File: src/rtl/uart_tx_if.sv
// Handshake and serial-line bundle for the 8N1 UART transmitter.
//   tx_start : request to send tx_data (level-sampled while tx_ready is high)
//   tx_data  : byte to send, captured on the accepting edge
//   tx_ready : transmitter idle and able to accept a request
//   tx       : serial line, idles high
// master = requester side, slave = transmitter side.
interface uart_tx_if;
    localparam int unsigned DATA_W = 8;

    logic              tx_start;
    logic [DATA_W-1:0] tx_data;
    logic              tx_ready;
    logic              tx;

    modport master (
        output tx_start,
        output tx_data,
        input  tx_ready,
        input  tx
    );

    modport slave (
        input  tx_start,
        input  tx_data,
        output tx_ready,
        output tx
    );
endinterface

File: src/rtl/uart_tx.sv
// 8N1 UART transmitter: start bit, 8 data bits LSB first, stop bit, each
// lasting CLKS_PER_BIT = CLK_FREQ / BAUD_RATE clock cycles.
// Ports:
//   clk : rising-edge clock
//   rst : asynchronous active-high reset (aborts any frame, line goes high)
//   bus : uart_tx_if.slave (tx_start, tx_data in; tx_ready, tx out)
// tx and tx_ready come straight from flip-flops; their next values are
// derived from the next state so they change on the same edge as the FSM.
module uart_tx #(
    parameter int unsigned CLK_FREQ  = 100000000,
    parameter int unsigned BAUD_RATE = 115200
) (
    input  logic       clk,
    input  logic       rst,
    uart_tx_if.slave   bus
);
    localparam int unsigned CLKS_PER_BIT = CLK_FREQ / BAUD_RATE;
    localparam int unsigned CNT_W        = (CLKS_PER_BIT > 1) ? $clog2(CLKS_PER_BIT) : 1;
    localparam int unsigned DATA_W       = 8;
    localparam int unsigned IDX_W        = 3;
    localparam logic [CNT_W-1:0] CNT_MAX = CNT_W'(CLKS_PER_BIT - 1);
    localparam logic [IDX_W-1:0] IDX_MAX = IDX_W'(DATA_W - 1);

    typedef enum logic [1:0] {
        IDLE  = 2'd0,
        START = 2'd1,
        DATA  = 2'd2,
        STOP  = 2'd3
    } state_t;

    state_t              state_q;
    state_t              state_d;
    logic [CNT_W-1:0]    cnt_q;
    logic [CNT_W-1:0]    cnt_d;
    logic [IDX_W-1:0]    idx_q;
    logic [IDX_W-1:0]    idx_d;
    logic [DATA_W-1:0]   shreg_q;
    logic [DATA_W-1:0]   shreg_d;
    logic                tx_q;
    logic                tx_d;
    logic                ready_q;
    logic                ready_d;
    logic                bit_done;

    // State, datapath and output registers.
    always_ff @(posedge clk or posedge rst) begin
        if (rst) begin
            state_q <= IDLE;
            cnt_q   <= '0;
            idx_q   <= '0;
            shreg_q <= '0;
            tx_q    <= 1'b1;
            ready_q <= 1'b1;
        end else begin
            state_q <= state_d;
            cnt_q   <= cnt_d;
            idx_q   <= idx_d;
            shreg_q <= shreg_d;
            tx_q    <= tx_d;
            ready_q <= ready_d;
        end
    end

    assign bit_done = (cnt_q == CNT_MAX);

    // Next-state and datapath update; the bit counter restarts at every bit boundary.
    always_comb begin
        state_d = state_q;
        cnt_d   = cnt_q;
        idx_d   = idx_q;
        shreg_d = shreg_q;
        case (state_q)
            IDLE: begin
                if (bus.tx_start) begin
                    state_d = START;
                    cnt_d   = '0;
                    idx_d   = '0;
                    shreg_d = bus.tx_data;
                end
            end
            START: begin
                if (bit_done) begin
                    state_d = DATA;
                    cnt_d   = '0;
                    idx_d   = '0;
                end else begin
                    cnt_d = cnt_q + CNT_W'(1);
                end
            end
            DATA: begin
                if (bit_done) begin
                    cnt_d = '0;
                    if (idx_q == IDX_MAX) begin
                        state_d = STOP;
                    end else begin
                        idx_d = idx_q + IDX_W'(1);
                    end
                end else begin
                    cnt_d = cnt_q + CNT_W'(1);
                end
            end
            STOP: begin
                if (bit_done) begin
                    state_d = IDLE;
                    cnt_d   = '0;
                end else begin
                    cnt_d = cnt_q + CNT_W'(1);
                end
            end
            default: begin
                state_d = IDLE;
                cnt_d   = '0;
            end
        endcase
    end

    // Output values for the coming state; idle never looks at tx_data.
    always_comb begin
        tx_d    = 1'b1;
        ready_d = 1'b0;
        case (state_d)
            IDLE:    ready_d = 1'b1;
            START:   tx_d    = 1'b0;
            DATA:    tx_d    = shreg_d[idx_d];
            STOP:    tx_d    = 1'b1;
            default: tx_d    = 1'b1;
        endcase
    end

    assign bus.tx       = tx_q;
    assign bus.tx_ready = ready_q;
endmodule

File: src/flat_wrapper.sv
// flat-port wrapper written by rule: the top's interface ports become plain ports
module uart_tx_flat 
#(
    parameter int unsigned CLK_FREQ  = 100000000,
    parameter int unsigned BAUD_RATE = 115200
)
  (clk, rst, bus_tx_start, bus_tx_data, bus_tx_ready, bus_tx);
  uart_tx_if bus_i ();
  input  logic clk;
  input  logic rst;
  input wire logic [$bits(bus_i.tx_start)-1:0] bus_tx_start;
  input wire logic [$bits(bus_i.tx_data)-1:0] bus_tx_data;
  output wire logic [$bits(bus_i.tx_ready)-1:0] bus_tx_ready;
  output wire logic [$bits(bus_i.tx)-1:0] bus_tx;
  assign bus_i.tx_start = bus_tx_start;
  assign bus_i.tx_data = bus_tx_data;
  assign bus_tx_ready = bus_i.tx_ready;
  assign bus_tx = bus_i.tx;
  uart_tx #(.CLK_FREQ(CLK_FREQ), .BAUD_RATE(BAUD_RATE)) u_core (.clk(clk), .rst(rst), .bus(bus_i));
endmodule
File: config.mk
export PLATFORM = sky130hd
export DESIGN_NAME = uart_tx_flat
export DESIGN_NICKNAME = d
export VERILOG_FILES = /design/src/rtl/uart_tx_if.sv /design/src/rtl/uart_tx.sv /design/src/flat_wrapper.sv
export SDC_FILE = /design/constraint.sdc
export NUM_CORES = 1
export LEC_CHECK = 0
export CAP_MARGIN = 20
export CORE_MARGIN = 10
export CORE_UTILIZATION = 30
export CTS_CLUSTER_DIAMETER = 60
export DETAILED_ROUTE_END_ITERATION = 12
export PLACE_DENSITY_LB_ADDON = 0.1
export SLEW_MARGIN = 0
export SYNTH_ARGS = -nofsm -noshare
export SYNTH_HDL_FRONTEND = slang
export SYNTH_SLANG_ARGS = --single-unit
File: constraint.sdc
create_clock -name clk -period 3.1 [get_ports clk]
set_input_delay 0.31 -clock clk [delete_from_list [all_inputs] [get_ports clk]]
set_output_delay 0.31 -clock clk [all_outputs]
set_load 0.05 [all_outputs]
==> results of run 1 <==
## Yosys cell counts, drive strengths merged, types with 2 or more instances
| library cell | number |
|---|---|
| o31ai | 4 |
| clkbuf | 2 |
| o21ai | 13 |
| mux2 | 10 |
| ha | 2 |
| nand3 | 5 |
| a21oi | 3 |
| xnor2 | 2 |
| nor3 | 2 |
| nand2b | 2 |
| buf | 2 |
| dfrtp | 23 |
| o41ai | 3 |
| nor2b | 5 |
| nand2 | 8 |
| and3 | 3 |
| mux2i | 3 |
| inv | 8 |
| nor2 | 6 |
| dfstp | 2 |
## cell type report
| cell class | count | area [um^2] |
|---|---|---|
| Fill cell | 421 | 2720 |
| Inverter | 8 | 30.0 |
| Tap cell | 52 | 65.1 |
| Clock inverter | 1 | 7.51 |
| Multi-Input combinational cell | 88 | 684 |
| Sequential cell | 25 | 628 |
| Timing Repair Buffer | 17 | 178 |
| Clock buffer | 3 | 41.3 |
## cells by family (layout without fill, tap and decap cells)
kind of cell             count (synthesis)  after routing
AND/OR/NAND/NOR                         40             40
AO/OA/AOI/OAI                           30             30
flip-flops                              25             25
multiplexers                            13             13
buffers and inverters                   12             29
XOR/XNOR                                 3              3
adder cells (fa/ha/maj)                  2              2
## flip-flops by register name (all words and copies together), names as in the netlist
register and flops:
u_core.bus.tx_ready 1, u_core.idx_q 3, u_core.state_q 2, u_core.cnt_q 10, u_core.bus.tx 1, u_core.shreg_q 8
## stage by stage
stage | cells | power, W
6_report | 194 | 0.000801
5_1_grt | 194 | 0.000862
4_1_cts | 193 | 0.000809
3_5_place_dp | 189 | 0.000604
3_3_place_gp | 189 | 0.000600
2_1_floorplan | 125 | 0.000555
## worst max-delay path: stages, from the launching register on
cell	delay, ns
dfrtp_1	0.42
ha_1	0.22
or3b_4	0.42
o41ai_1	0.33
nand3_1	0.14
a21oi_2	0.32
mux2_2	0.37
a31oi_1	0.20
a32oi_2	0.13
## power breakdown
part	switching [W]	leakage (nW)	internal (W)
Sequential	0.0000568	0.308	0.000386
Combinational	0.0000708	0.342	0.0000876
Clock	0.000109	0.0217	0.0000912
## cells in the final DEF (no fill, tap or decap), types with 2 or more instances in the layout
master	instances
buf_4	4
ha_1	2
a21oi_1	2
xnor2_1	2
nor2_1	6
o21ai_0	6
nand2_1	8
o41ai_1	3
dfstp_2	2
o31ai_1	3
mux2_2	10
clkbuf_8	3
nand2b_1	2
inv_1	8
nand3_1	5
and3_1	3
nor3_2	2
o21ai_1	7
mux2i_1	3
dfrtp_1	23
nor2b_1	5
clkdlybuf4s50_1	12
## worst max-delay path by stage
stage	start	cells after the start	end
6_report	u_core.cnt_q[0]$_DFFE_PP0P_	8	u_core.bus.tx$_DFF_PP1_
5_1_grt	u_core.cnt_q[0]$_DFFE_PP0P_	8	u_core.bus.tx$_DFF_PP1_
4_1_cts	u_core.cnt_q[0]$_DFFE_PP0P_	8	u_core.bus.tx$_DFF_PP1_
3_5_place_dp	u_core.cnt_q[0]$_DFFE_PP0P_	8	u_core.bus.tx$_DFF_PP1_
3_3_place_gp	u_core.cnt_q[0]$_DFFE_PP0P_	8	u_core.bus.tx$_DFF_PP1_
2_1_floorplan	u_core.cnt_q[0]$_DFFE_PP0P_	8	u_core.bus.tx$_DFF_PP1_
## per-layer routing
metal | global-route usage | up-vias
li1 | - | 486
met2 | 0.109 | 8
met1 | 0.110 | 465
met3 | 0.0225 | 4
met4 | 0.0261 | 0
met5 | 0 | -
==> impl_metrics.json, run 1 <==
{
  "area_delta_synth_final_pct": 20.4,
  "met3_length_um": 86,
  "slew_headroom": 0.661,
  "criticalPathCategory": "reg -> reg",
  "hold_path_class": "in -> async",
  "die_h_um": 87.3,
  "place_area_mm2": 0.00156,
  "clk_latency_ns": 0.27,
  "route.met2.wl_um": 1180,
  "ys_types": 40,
  "cts_hold_buffers": 0,
  "rrSetupSlack_ns": 0.47,
  "io_pins": 13,
  "num_rows": 24,
  "ys_async_sr_fraction": 1.00,
  "grt_max_degree": 26,
  "clk_path_buf_depth": 2,
  "yosys.area.top_type": "dfrtp_1",
  "dieArea_mm2": 0.00762,
  "postCtsSetupBuffers": 0,
  "numCtsBuffers": 3,
  "antenna_found_initial": 0,
  "ys_ff_latch": 25,
  "wl_met1_um": 1400,
  "first_global_vias": 983,
  "finClkSkew_ns": 0.00298,
  "fin_util": 0.375,
  "start_util": 0.312,
  "synth_compound_gate_area_share": 0.177,
  "path_max_fanout": 5,
  "status": "finished, final reports clean",
  "final_antenna_net_count": 0,
  "grt_pass1_wl_um": 4840,
  "place.gp.congestion": 0.718,
  "fmax_mhz": 380,
  "wl_um": 2700,
  "finalHoldViolCount": 0,
  "htreeDepth": 1,
  "netlist_area_mm2": 0.00136,
  "n_antenna_cell": 0,
  "vias_per_cell": 4.96,
  "cp_data_arrival_time_ns": 2.82,
  "end_kind": "flop",
  "clk_pin_slew_ns": 0.09,
  "synthAdderAreaFrac": 0.0184,
  "ys_seq_area_frac": 0.463,
  "maxCapViolCount": 0,
  "cts.repair.resized": 0,
  "place_ws_ns": 0.463,
  "wl_per_cell_um": 13.9,
  "design_area_mm2": 0.00163,
  "dr.pass1.iters": 5,
  "post-dp-hpwl_um": 1980,
  "synth.mux.area_fraction": 0.105,
  "cts_tree": "yes",
  "cts.sinks": 25,
  "fin_nets": 156,
  "syn_inst": 125,
  "tns_ns": 0,
  "ys.flop_type": "dfrtp_1",
  "portBuffers": 12,
  "die_x_um": 87.3,
  "worst_pin_slew_ns": 0.507,
  "holdWs_ns": 0.330,
  "start_kind": "flop",
  "yosysWarnings": 0,
  "remaining_drc_errors": 0,
  "syn-num-nets": 138,
  "finalCritPeriodShare": 0.849,
  "worst-endpoint-required_ns": 3.29,
  "r2r-end": "u_core.bus.tx$_DFF_PP1_",
  "synth_simple_gate_area_frac": 0.184,
  "r2r-start": "u_core.cnt_q[0]$_DFFE_PP0P_",
  "vias": 963,
  "peakVddDrop_v": 0.000256,
  "avgSynthCellArea_um2": 10.9,
  "rsz0062_at_grt": "false",
  "drive_gt1_frac": 0.239,
  "synth_top_family_by_area": "simple AND/OR/NAND/NOR gates",
  "reg2reg_depth": 8,
  "setup_viol": 0,
  "setup_ws_ns": 0.470,
  "grt.total_usage": 0.0777,
  "powerDensity_mw_per_mm2": 490,
  "yosys-top-cells-area": "dfrtp_1 42%, mux2_2 8.3%, dfstp_2 3.9%",
  "synth_xor_xnor_area_share": 0.0194,
  "overflow": 0,
  "core_mm2": 0.00435,
  "drv_slew": 0,
  "maxUsedRoutingLayer": "met4",
  "cts_root_buf": "clkbuf_8",
  "drtIter0Drc": 51,
  "p_leak_nw": 0.672,
  "synth_top_area_frac": 0.424,
  "synth_edf_count": 0,
  "layout_min_cycle_time_ns": 2.63
}
(Power assumes the default switching activity.)
==> run 2, diff against run 1 <==
==> constraint.sdc (replaced) <==
create_clock -name clk -period 2.4 [get_ports clk]
set_input_delay 0.24 -clock clk [delete_from_list [all_inputs] [get_ports clk]]
set_output_delay 0.24 -clock clk [all_outputs]
set_load 0.05 [all_outputs]
==> run 2 against run 1 <==
Effect of this change: the run now ends with setup timing left; non-clock buffer count up 11; flip-flop and latch count unchanged; sequential power up 23%; clock-buffer cell count unchanged; global-route usage up 0.45 points; via count up 5.3%; combinational power up 92%; total power up 39%; clock skew up 0.0030 ns; critical path type unchanged; largest power group unchanged.
==> impl_metrics.json, run 2 (same netlist as run 1, synthesis figures left out) <==
{
  "status": "complete, but fails checks",
  "violations": "setup timing",
  "holdWs_ns": 0.309,
  "switching_share": 0.293,
  "place_inst": 201,
  "worst-endpoint-required_ns": 2.59,
  "slowest_stage": "or4_4",
  "remaining_drc_errors": 0,
  "criticalPathCategory": "reg -> reg",
  "finClkSkew_ns": 0.00602,
  "vias_per_cell": 4.95,
  "p_leak_nw": 0.717,
  "largest_reg_flops": 10,
  "hold_path_class": "in -> async",
  "post-dp-hpwl_um": 2220,
  "critPathTopFamily": "simple AND/OR/NAND/NOR gates",
  "final_antenna_net_count": 0,
  "final_cell_mix": "23 x dfrtp_1, 16 x buf_4, 12 x clkdlybuf4s50_1",
  "seqCellArea_um2": 628,
  "finalCritPeriodShare": 1.02,
  "drive_gt1_frac": 0.301,
  "combPwrFrac": 0.273,
  "fmax_mhz": 407,
  "cp_data_arrival_time_ns": 2.65,
  "dieArea_mm2": 0.00762,
  "drtIter0Drc": 55,
  "final_common_cell": "dfrtp_1",
  "n_antenna_cell": 0,
  "setup_ws_ns": -0.0592,
  "powerDensity_mw_per_mm2": 656,
  "area_delta_synth_final_pct": 25.2,
  "first_global_vias": 1060,
  "path_buf_inv": 0,
  "rsz0062_at_grt": "true",
  "nFillCells": 418,
  "peakVddDrop_v": 0.000299,
  "die_h_um": 87.3,
  "clk_path_buf_depth": 2,
  "postCtsSetupBuffers": 0,
  "maxCapViolCount": 0,
  "finalHoldViolCount": 0,
  "clk_latency_ns": 0.27,
  "clockPowerShare": 0.237,
  "fin_util": 0.390,
  "wl_per_cell_um": 14.3,
  "drv_slew": 0,
  "grt_pass1_wl_um": 5130,
  "cts_tree": "yes",
  "dr.pass1.iters": 4,
  "switching_power_w": 0.000326,
  "fin_nets": 167,
  "fin_cells": 205,
  "cts.repair.resized": 0,
  "vias": 1014,
  "die_x_um": 87.3,
  "slowest_delay_ns": 0.53,
  "place.gp.congestion": 0.732,
  "io_pins": 13,
  "numCtsBuffers": 3,
  "grt_max_degree": 26,
  "end_kind": "flop",
  "grt.total_usage": 0.0822,
  "seqPwrFrac": 0.490,
  "worst_pin_slew_ns": 0.511,
  "cts_root_buf": "clkbuf_8",
  "reg_top3": "u_core.cnt_q (10), u_core.shreg_q (8), u_core.idx_q (3)",
  "slew_headroom": 0.658,
  "antenna_found_initial": 0,
  "start_kind": "flop",
  "start_util": 0.312,
  "path_max_fanout": 5,
  "p_int_w": 0.000788,
  "num_rows": 24,
  "crit_chain": "ha_2, or3b_4, or3_4, or4_4, a2bb2oi_4, or2_1, o2bb2a_4, a32oi_2",
  "layout_min_cycle_time_ns": 2.46,
  "tns_ns": -0.0592,
  "wl_um": 2930,
  "setup_viol": 1,
  "core_mm2": 0.00435,
  "p_total_w": 0.00111,
  "overflow": 0,
  "clk_pin_slew_ns": 0.10,
  "htreeDepth": 1,
  "cts.sinks": 25,
  "portBuffers": 12,
  "multi_input_area_um2": 687,
  "regMostFlops": "u_core.cnt_q"
}
run 2: power groups by stage:
stage	Clock (W)	Combinational, W	Sequential (W)
finish	0.000264	0.000304	0.000546
global route	0.000298	0.000341	0.000556
CTS	0.000272	0.000308	0.000546
detailed placement	0	0.000306	0.000554
global placement	0	0.000300	0.000550
floorplan	0	0.000157	0.000561
run 2: per-layer routing:
metal,wire length (um),GRT usage,part of all wire,up-vias
met3,86,0.0178,0.029,2
met1,1500,0.112,0.51,495
met5,0,0,0,-
li1,-,-,-,508
met2,1320,0.123,0.45,9
met4,20,0.0304,0.0068,0
run 2: cell type report:
| class | instances | share of cell area |
|---|---|---|
| Clock inverter | 1 | 0.00442 |
| Tap cell | 52 | 0.0383 |
| Timing Repair Buffer | 28 | 0.141 |
| Sequential cell | 25 | 0.370 |
| Inverter | 8 | 0.0177 |
| Multi-Input combinational cell | 88 | 0.404 |
| Clock buffer | 3 | 0.0243 |
run 2: timing repair:
action | in CTS | in global routing
setup endpoints to repair | 1 | 1
gates cloned | 0 | 0
pin swaps | 0 | 1
hold buffers | 0 | 0
run 2: path summary, 6_finish.rpt:
kind,slack [ns],cells after the start,start,endpoint
setup / recovery,-0.06,8,u_core.cnt_q[1]$_DFFE_PP0P_,u_core.bus.tx$_DFF_PP1_
hold / removal,0.31,3,rst,u_core.idx_q[2]$_DFF_PP0_
setup reg to reg,-0.06,8,u_core.cnt_q[1]$_DFFE_PP0P_,u_core.bus.tx$_DFF_PP1_
hold reg to reg,0.50,1,u_core.cnt_q[6]$_DFFE_PP0P_,u_core.cnt_q[6]$_DFFE_PP0P_
max in group asynchronous,1.80,3,rst,u_core.bus.tx$_DFF_PP1_
min in group clk,0.50,1,u_core.cnt_q[6]$_DFFE_PP0P_,u_core.cnt_q[6]$_DFFE_PP0P_
run 2: metrics by stage:
| step | setup slack (ns) | cell area, um^2 |
|---|---|---|
| 2_1_floorplan | -0.0239 | 1360 |
| 3_3_place_gp | 0.00733 | 1650 |
| 3_5_place_dp | -0.0495 | 1650 |
| 4_1_cts | -0.0673 | 1700 |
| 5_1_grt | -0.155 | 1700 |
| 6_report | -0.0592 | 1700 |
run 2: tightest hold or removal path: stages:
cell and delay, ns:
clkdlybuf4s50_1 0.39, inv_1 0.05, buf_4 0.31
==> run 3, diff against run 2 <==
--- a/config.mk
+++ b/config.mk
@@ -5,7 +5,6 @@
 export SDC_FILE = /design/constraint.sdc
 export NUM_CORES = 1
 export LEC_CHECK = 0
-export CAP_MARGIN = 20
 export CORE_MARGIN = 10
 export CORE_UTILIZATION = 30
 export CTS_CLUSTER_DIAMETER = 60
==> results of run 3 <==
The final DEF is identical to that of run 2; final timing and power are the same.
